### config.mk
export PLATFORM = sky130hd
export DESIGN_NAME = tristate_bus_arbiter_flat
export DESIGN_NICKNAME = d
export VERILOG_FILES = /design/src/rtl/tristate_bus_pkg.sv /design/src/rtl/tristate_bus_arbiter_if.sv /design/src/rtl/rr_pick.sv /design/src/rtl/tristate_bus_arbiter.sv /design/src/flat_wrapper.sv
export SDC_FILE = /design/constraint.sdc
export NUM_CORES = 1
export LEC_CHECK = 0
export CORE_MARGIN = 5
export CORE_UTILIZATION = 25
export DETAILED_ROUTE_END_ITERATION = 10
export PLACE_DENSITY = 0.5
export SLEW_MARGIN = 20
export SYNTH_ARGS = -nofsm -noshare
export SYNTH_HDL_FRONTEND = slang
export SYNTH_SLANG_ARGS = --single-unit
### constraint.sdc
create_clock -name clk -period 2.2 [get_ports clk]
set_input_delay 0.33 -clock clk [delete_from_list [all_inputs] [get_ports clk]]
set_output_delay 0.33 -clock clk [all_outputs]
set_load 0.01 [all_outputs]
### src/rtl/tristate_bus_pkg.sv
// Shared types and defaults for the tristate bus arbiter.
package tristate_bus_pkg;
  typedef enum logic [1:0] {
    ST_IDLE  = 2'd0,
    ST_GRANT = 2'd1,
    ST_TURN  = 2'd2
  } arb_state_e;

  localparam int DEF_NUM_REQ     = 2;
  localparam int DEF_SLOT_CYCLES = 32;
  localparam int DEF_TURNAROUND  = 1;
  localparam int BUS_WIDTH       = 8;
endpackage

### src/rtl/tristate_bus_arbiter_if.sv
// Request/grant bundle between the arbiter (master) and its bus drivers (slave).
interface tristate_bus_arbiter_if
  import tristate_bus_pkg::*;
#(
  parameter int NUM_REQ = DEF_NUM_REQ
);
  localparam int OWN_W = $clog2(NUM_REQ);

  logic [NUM_REQ-1:0] req;
  logic [NUM_REQ-1:0] grant;
  logic [OWN_W-1:0]   owner;
  logic               busy;
  logic               preempt;

  modport master (input req, output grant, owner, busy, preempt);
  modport slave  (output req, input grant, owner, busy, preempt);
endinterface

### src/rtl/rr_pick.sv
// Combinational round-robin selector: first set req bit after 'last', wrapping.
module rr_pick
  import tristate_bus_pkg::*;
#(
  parameter int  NUM_REQ = DEF_NUM_REQ,
  localparam int IDX_W   = $clog2(NUM_REQ)
) (
  input  logic [NUM_REQ-1:0] req,
  input  logic [IDX_W-1:0]   last,
  output logic [IDX_W-1:0]   winner,
  output logic               valid
);
  int idx;

  // Scan farthest-first so the nearest candidate after 'last' overwrites the rest.
  always_comb begin
    winner = '0;
    valid  = |req;
    idx    = 0;
    for (int i = NUM_REQ; i >= 1; i--) begin
      idx = (int'(last) + i) % NUM_REQ;
      if (req[IDX_W'(idx)]) winner = IDX_W'(idx);
    end
  end
endmodule

### src/rtl/tristate_bus_arbiter.sv
// Round-robin, break-before-make owner arbiter for a shared tristate bus.
// Define TRISTATE_BUS_ARB_TIMEOUT_EN to limit tenure to SLOT_CYCLES and emit preempt.
//
// state    | meaning
// ST_IDLE  | no owner; arbitrate every cycle
// ST_GRANT | one grant high; tenure counting
// ST_TURN  | all grants low for TURNAROUND cycles; arbitrate on the last one
module tristate_bus_arbiter
  import tristate_bus_pkg::*;
#(
  parameter int NUM_REQ     = DEF_NUM_REQ,
  parameter int SLOT_CYCLES = DEF_SLOT_CYCLES,
  parameter int TURNAROUND  = DEF_TURNAROUND
) (
  input  logic                    clk,
  input  logic                    reset,
  tristate_bus_arbiter_if.master  bus
);
  localparam int OWN_W  = $clog2(NUM_REQ);
  localparam int TEN_W  = $clog2(SLOT_CYCLES + 1);
  localparam int TURN_W = $clog2(TURNAROUND + 1);

  arb_state_e         state_q, state_d;
  logic [NUM_REQ-1:0] grant_q, grant_d;
  logic [OWN_W-1:0]   owner_q, owner_d;
  logic [OWN_W-1:0]   last_q, last_d;
  logic [TEN_W-1:0]   tenure_q, tenure_d;
  logic [TURN_W-1:0]  turn_q, turn_d;
  logic               busy_q, busy_d;
  logic [OWN_W-1:0]   pick_winner;
  logic               pick_valid;
  logic               timeout;
  logic               arbitrate;

  rr_pick #(.NUM_REQ(NUM_REQ)) u_pick (
    .req    (bus.req),
    .last   (last_q),
    .winner (pick_winner),
    .valid  (pick_valid)
  );

`ifdef TRISTATE_BUS_ARB_TIMEOUT_EN
  logic preempt_q, preempt_d;
  assign timeout = (tenure_q == TEN_W'(SLOT_CYCLES));
`else
  assign timeout = 1'b0;
`endif

  always_comb begin
    state_d   = state_q;
    grant_d   = grant_q;
    owner_d   = owner_q;
    last_d    = last_q;
    tenure_d  = tenure_q;
    turn_d    = turn_q;
    arbitrate = 1'b0;
`ifdef TRISTATE_BUS_ARB_TIMEOUT_EN
    preempt_d = 1'b0;
`endif
    case (state_q)
      ST_IDLE: arbitrate = 1'b1;
      ST_GRANT: begin
        if (!bus.req[owner_q] || timeout) begin
          grant_d = '0;
          state_d = ST_TURN;
          turn_d  = TURN_W'(1);
`ifdef TRISTATE_BUS_ARB_TIMEOUT_EN
          // A simultaneous release wins over the timeout.
          preempt_d = bus.req[owner_q];
`endif
        end else if (tenure_q != '1) begin
          tenure_d = tenure_q + 1'b1;
        end
      end
      ST_TURN: begin
        if (turn_q == TURN_W'(TURNAROUND)) arbitrate = 1'b1;
        else turn_d = turn_q + 1'b1;
      end
      default: state_d = ST_IDLE;
    endcase

    if (arbitrate) begin
      if (pick_valid) begin
        grant_d  = {{(NUM_REQ-1){1'b0}}, 1'b1} << pick_winner;
        owner_d  = pick_winner;
        last_d   = pick_winner;
        tenure_d = TEN_W'(1);
        state_d  = ST_GRANT;
      end else begin
        state_d = ST_IDLE;
      end
    end
    busy_d = |grant_d;
  end

  always_ff @(posedge clk) begin
    if (reset) begin
      state_q   <= ST_IDLE;
      grant_q   <= '0;
      owner_q   <= '0;
      last_q    <= OWN_W'(NUM_REQ - 1);
      tenure_q  <= '0;
      turn_q    <= '0;
      busy_q    <= 1'b0;
`ifdef TRISTATE_BUS_ARB_TIMEOUT_EN
      preempt_q <= 1'b0;
`endif
    end else begin
      state_q   <= state_d;
      grant_q   <= grant_d;
      owner_q   <= owner_d;
      last_q    <= last_d;
      tenure_q  <= tenure_d;
      turn_q    <= turn_d;
      busy_q    <= busy_d;
`ifdef TRISTATE_BUS_ARB_TIMEOUT_EN
      preempt_q <= preempt_d;
`endif
    end
  end

  assign bus.grant = grant_q;
  assign bus.owner = owner_q;
  assign bus.busy  = busy_q;
`ifdef TRISTATE_BUS_ARB_TIMEOUT_EN
  assign bus.preempt = preempt_q;
`else
  assign bus.preempt = 1'b0;
`endif
endmodule

### src/flat_wrapper.sv
// flat-port wrapper written by rule: the top's interface ports become plain ports
module tristate_bus_arbiter_flat import tristate_bus_pkg::*;
#(
  parameter int NUM_REQ     = DEF_NUM_REQ,
  parameter int SLOT_CYCLES = DEF_SLOT_CYCLES,
  parameter int TURNAROUND  = DEF_TURNAROUND
)
  (clk, reset, bus_req, bus_grant, bus_owner, bus_busy, bus_preempt);
  tristate_bus_arbiter_if #(.NUM_REQ(NUM_REQ)) bus_i ();
  input  logic clk;
  input  logic reset;
  input wire logic [$bits(bus_i.req)-1:0] bus_req;
  output wire logic [$bits(bus_i.grant)-1:0] bus_grant;
  output wire logic [$bits(bus_i.owner)-1:0] bus_owner;
  output wire logic [$bits(bus_i.busy)-1:0] bus_busy;
  output wire logic [$bits(bus_i.preempt)-1:0] bus_preempt;
  assign bus_i.req = bus_req;
  assign bus_grant = bus_i.grant;
  assign bus_owner = bus_i.owner;
  assign bus_busy = bus_i.busy;
  assign bus_preempt = bus_i.preempt;
  tristate_bus_arbiter #(.NUM_REQ(NUM_REQ), .SLOT_CYCLES(SLOT_CYCLES), .TURNAROUND(TURNAROUND)) u_core (.clk(clk), .reset(reset), .bus(bus_i));
endmodule
==> out/metrics.csv <==
stage;metric;value;unit
outcome;status;finished clean;
layout;area grow syn2layout;23.84;%
worst_setup_path;FF-to-FF setup slack;0.79;ns
worst_hold_path;HP Start;u_core.state_q[1];
synth;post-synth net total;51;
drt;# DRC;0;
clock_network;Worst-path clk slew;0.06;ns
clock_network;clk_lat worst skew;0.26;ns
drt;via/cell ratio;4.603;
clock_network;hold-fix buffers at CTS;0;
power;Sequential Power Share;0.449;
drt;vias;313;
synth;EDFF count, synth;0;
power;switch share;0.2936;
clock_network;Clock Path Buffers;2;
worst_setup_path;Crit path max-delay family;buffers and inverters;
synth;Syn Area/Cell;10.01;µm²
global_route;largest net degree at the start of global routing;11;
synth;share of flip-flops with an asynchronous set or reset;0;
global_route;grt ovf;0;
worst_setup_path;Worst Path Required;1.87;ns
layout;final instance area;533.0;µm²
timing;Setup TNS;0;ns
layout;fill cell count;187;
worst_hold_path;Hold Crit Endpoint;u_core.state_q[1];
power;peak supply drop;0.0003443;V
placement;placed cell count;65;
worst_setup_path;CP Max Fanout;3;
power;P_leak;0.2012;nW
worst_hold_path;Hold WC Path Type;flip-flop to flip-flop;
global_route;vias in the first global route;304;
global_route;initial antenna violation count;0;
layout;layout cells sized above 1;0.1569;
clock_network;H-tree depth;1;
placement;count of input and output buffers;7;
placement;post-DP HPWL;632.2;µm
worst_setup_path;crit path DAT;1.17;ns
drt;Iter 0 DRT Violations;3;
clock_network;Clock Sinks;8;
layout;Non-Filler Instances;68;
worst_hold_path;worst hold path stage count;2;
placement;Placed Area;510.5;µm²
worst_setup_path;end of the worst register-to-register path;u_core.last_q;
synth;ys flop type;dfxtp_1;
layout;Core Util, Final;0.3156;
worst_setup_path;Largest stage delay, worst path;0.55;ns
power;Clk pwr share;0.295;
die;I/O pin cnt;9;
global_route;GR Util All Layers;0.07048;
worst_setup_path;crit path launch type;flip-flop;
timing;Setup-failing EPs final;0;
power;power per cell area;736.2;nW/µm²
layout;Antenna Cells;0;
worst_setup_path;Stages on worst setup path;1;
drt;antenna violation net count after detailed routing;0;
drt;DR pass1 iterations;4;
die;die height;51.49;µm
timing;RSZ-0062 raised after global routing;no;
die;core area;1689;µm²
synth;unique cell type count in the Yosys netlist;23;
worst_setup_path;crit path kind;flip-flop to primary output;
worst_setup_path;Reg2Reg Launch Point;u_core.state_q[0];
clock_network;post-CTS setup buffers;0;
power;Logic pwr share;0.256;
layout;register area;160.2;µm²
power;net switching power;115.2;µW
synth;sequential share of the synthesized area;0.3721;
timing;Max Slew Vio Count;0;
placement;gpl congestion;0.7296;
timing;share of the clock period used by the worst path;0.6816;
worst_setup_path;critical-path cell list;clkdlybuf4s50_1;
worst_setup_path;critical path endpoint category;primary output;
timing;crit path time final;1.499;ns
die;die area;2651;µm²
timing;Clock Skews;0.01080;ns
clock_network;Clock Tree Root;clkbuf_4;
synth;Ys Warns;0;
worst_setup_path;Worst path slowest cell;clkdlybuf4s50_1;
timing;Fmax;666.9;MHz
layout;# nets final;61;
synth;Cell Area, Synth;430.4;µm²
clock_network;post-CTS sizing;0;
die;Die Wd;51.49;µm
drt;drt total wl;834;µm
worst_setup_path;worst-case reg-to-reg path depth;5;
synth;Post-Synthesis Cells;43;
synth;Synth Register Bits;8;
clock_network;Num CTS Buffers;3;
global_route;first-pass GRT wire length;1.338;mm
run;MaxCap Viol Count;0;
power;cell internal pwr;277.2;µW
worst_setup_path;worst path bufs/invs;1;
drt;WL/cell;12.26;µm
die;Initial Util;0.2548;
layout;area of the multi-input gates;247.7;µm²
timing;Hold Violations, Final;0;
die;# rows;15;
clock_network;CTS tree;yes;
-- Yosys cell counts (all sizes together), types with 2 or more instances --
library cell / number / area (µm²)
inv: 3 / 11.26
nand2b: 3 / 18.77
o22ai: 2 / 12.51
ha: 4 / 50.05
o21ai: 2 / 10.01
nor2: 2 / 7.510
buf: 2 / 11.26
a21oi: 4 / 23.77
nor3b: 2 / 15.01
dfxtp: 8 / 160.2
-- routing by layer --
layer | part of all wire | wire length (µm) | GRT usage
met1 | 0.51 | 424 | 0.09859
met2 | 0.42 | 353 | 0.08475
met3 | 0.042 | 35 | 0.04298
met4 | 0.024 | 20 | 0.02620
met5 | 0 | 0 | 0
-- power groups by stage --
stage	combinational (mW)	sequential [mW]	clock, mW
6_report	0.100	0.176	0.116
3_5_place_dp	0.100	0.179	0
3_3_place_gp	0.101	0.179	0
5_1_grt	0.109	0.178	0.128
2_1_floorplan	0.0654	0.180	0
4_1_cts	0.101	0.176	0.119
-- flip-flops by register name (all words and copies together) (netlist names) --
register / cells
u_core.state_q: 2
u_core.bus.grant: 2
u_core.bus.busy: 1
u_core.last_q: 1
u_core.turn_q: 1
u_core.bus.owner: 1
-- worst max path at each step --
stage,endpoint,from
floorplan,u_core.last_q,u_core.state_q[0]
global placement,u_core.last_q,bus_req[0]
detailed placement,u_core.last_q,bus_req[0]
CTS,bus_owner,u_core.bus.owner
global route,bus_owner,u_core.bus.owner
finish,bus_owner,u_core.bus.owner
-- per-stage QoR --
stage          setup slack, ns  hold WS (ns)  total power [mW]
2_1_floorplan           0.8956        0.4533            0.2454
4_1_cts                 0.6962        0.5023            0.3964
3_3_place_gp            0.6328        0.4871            0.2802
5_1_grt                 0.6352        0.5248            0.4152
6_report                0.7005        0.5007            0.3924
3_5_place_dp            0.6190        0.4903            0.2795
-- cell families after synthesis --
logic type | after synthesis | share of synthesized area
buf+inv | 5 | 0.05232
simple gates | 9 | 0.1366
compound gates | 14 | 0.2558
mux | 2 | 0.05813
fa+ha+maj | 4 | 0.1163
flops | 8 | 0.3721
other cells | 1 | 0.008713
-- cells in the final DEF (no fill, tap or decap), drive strengths merged, types with 2 or more instances in the layout --
| cell | synthesis | routed |
|---|---|---|
| a21oi | 4 | 4 |
| clkbuf | 0 | 3 |
| clkdlybuf4s50 | 0 | 7 |
| dfxtp | 8 | 8 |
| ha | 4 | 4 |
| inv | 3 | 3 |
| nand2b | 3 | 3 |
| nor2 | 2 | 2 |
| nor3b | 2 | 2 |
| o21ai | 2 | 2 |
| o22ai | 2 | 2 |
-- layout make-up --
type                            count  share of cell area
Clock buffer                        3             0.04225
Inverter                            3             0.02113
Multi-Input combinational cell     30              0.4648
Sequential cell                     8              0.3005
Tap cell                           17             0.03991
Timing Repair Buffer                7              0.1315
(Power assumes the default switching activity.)
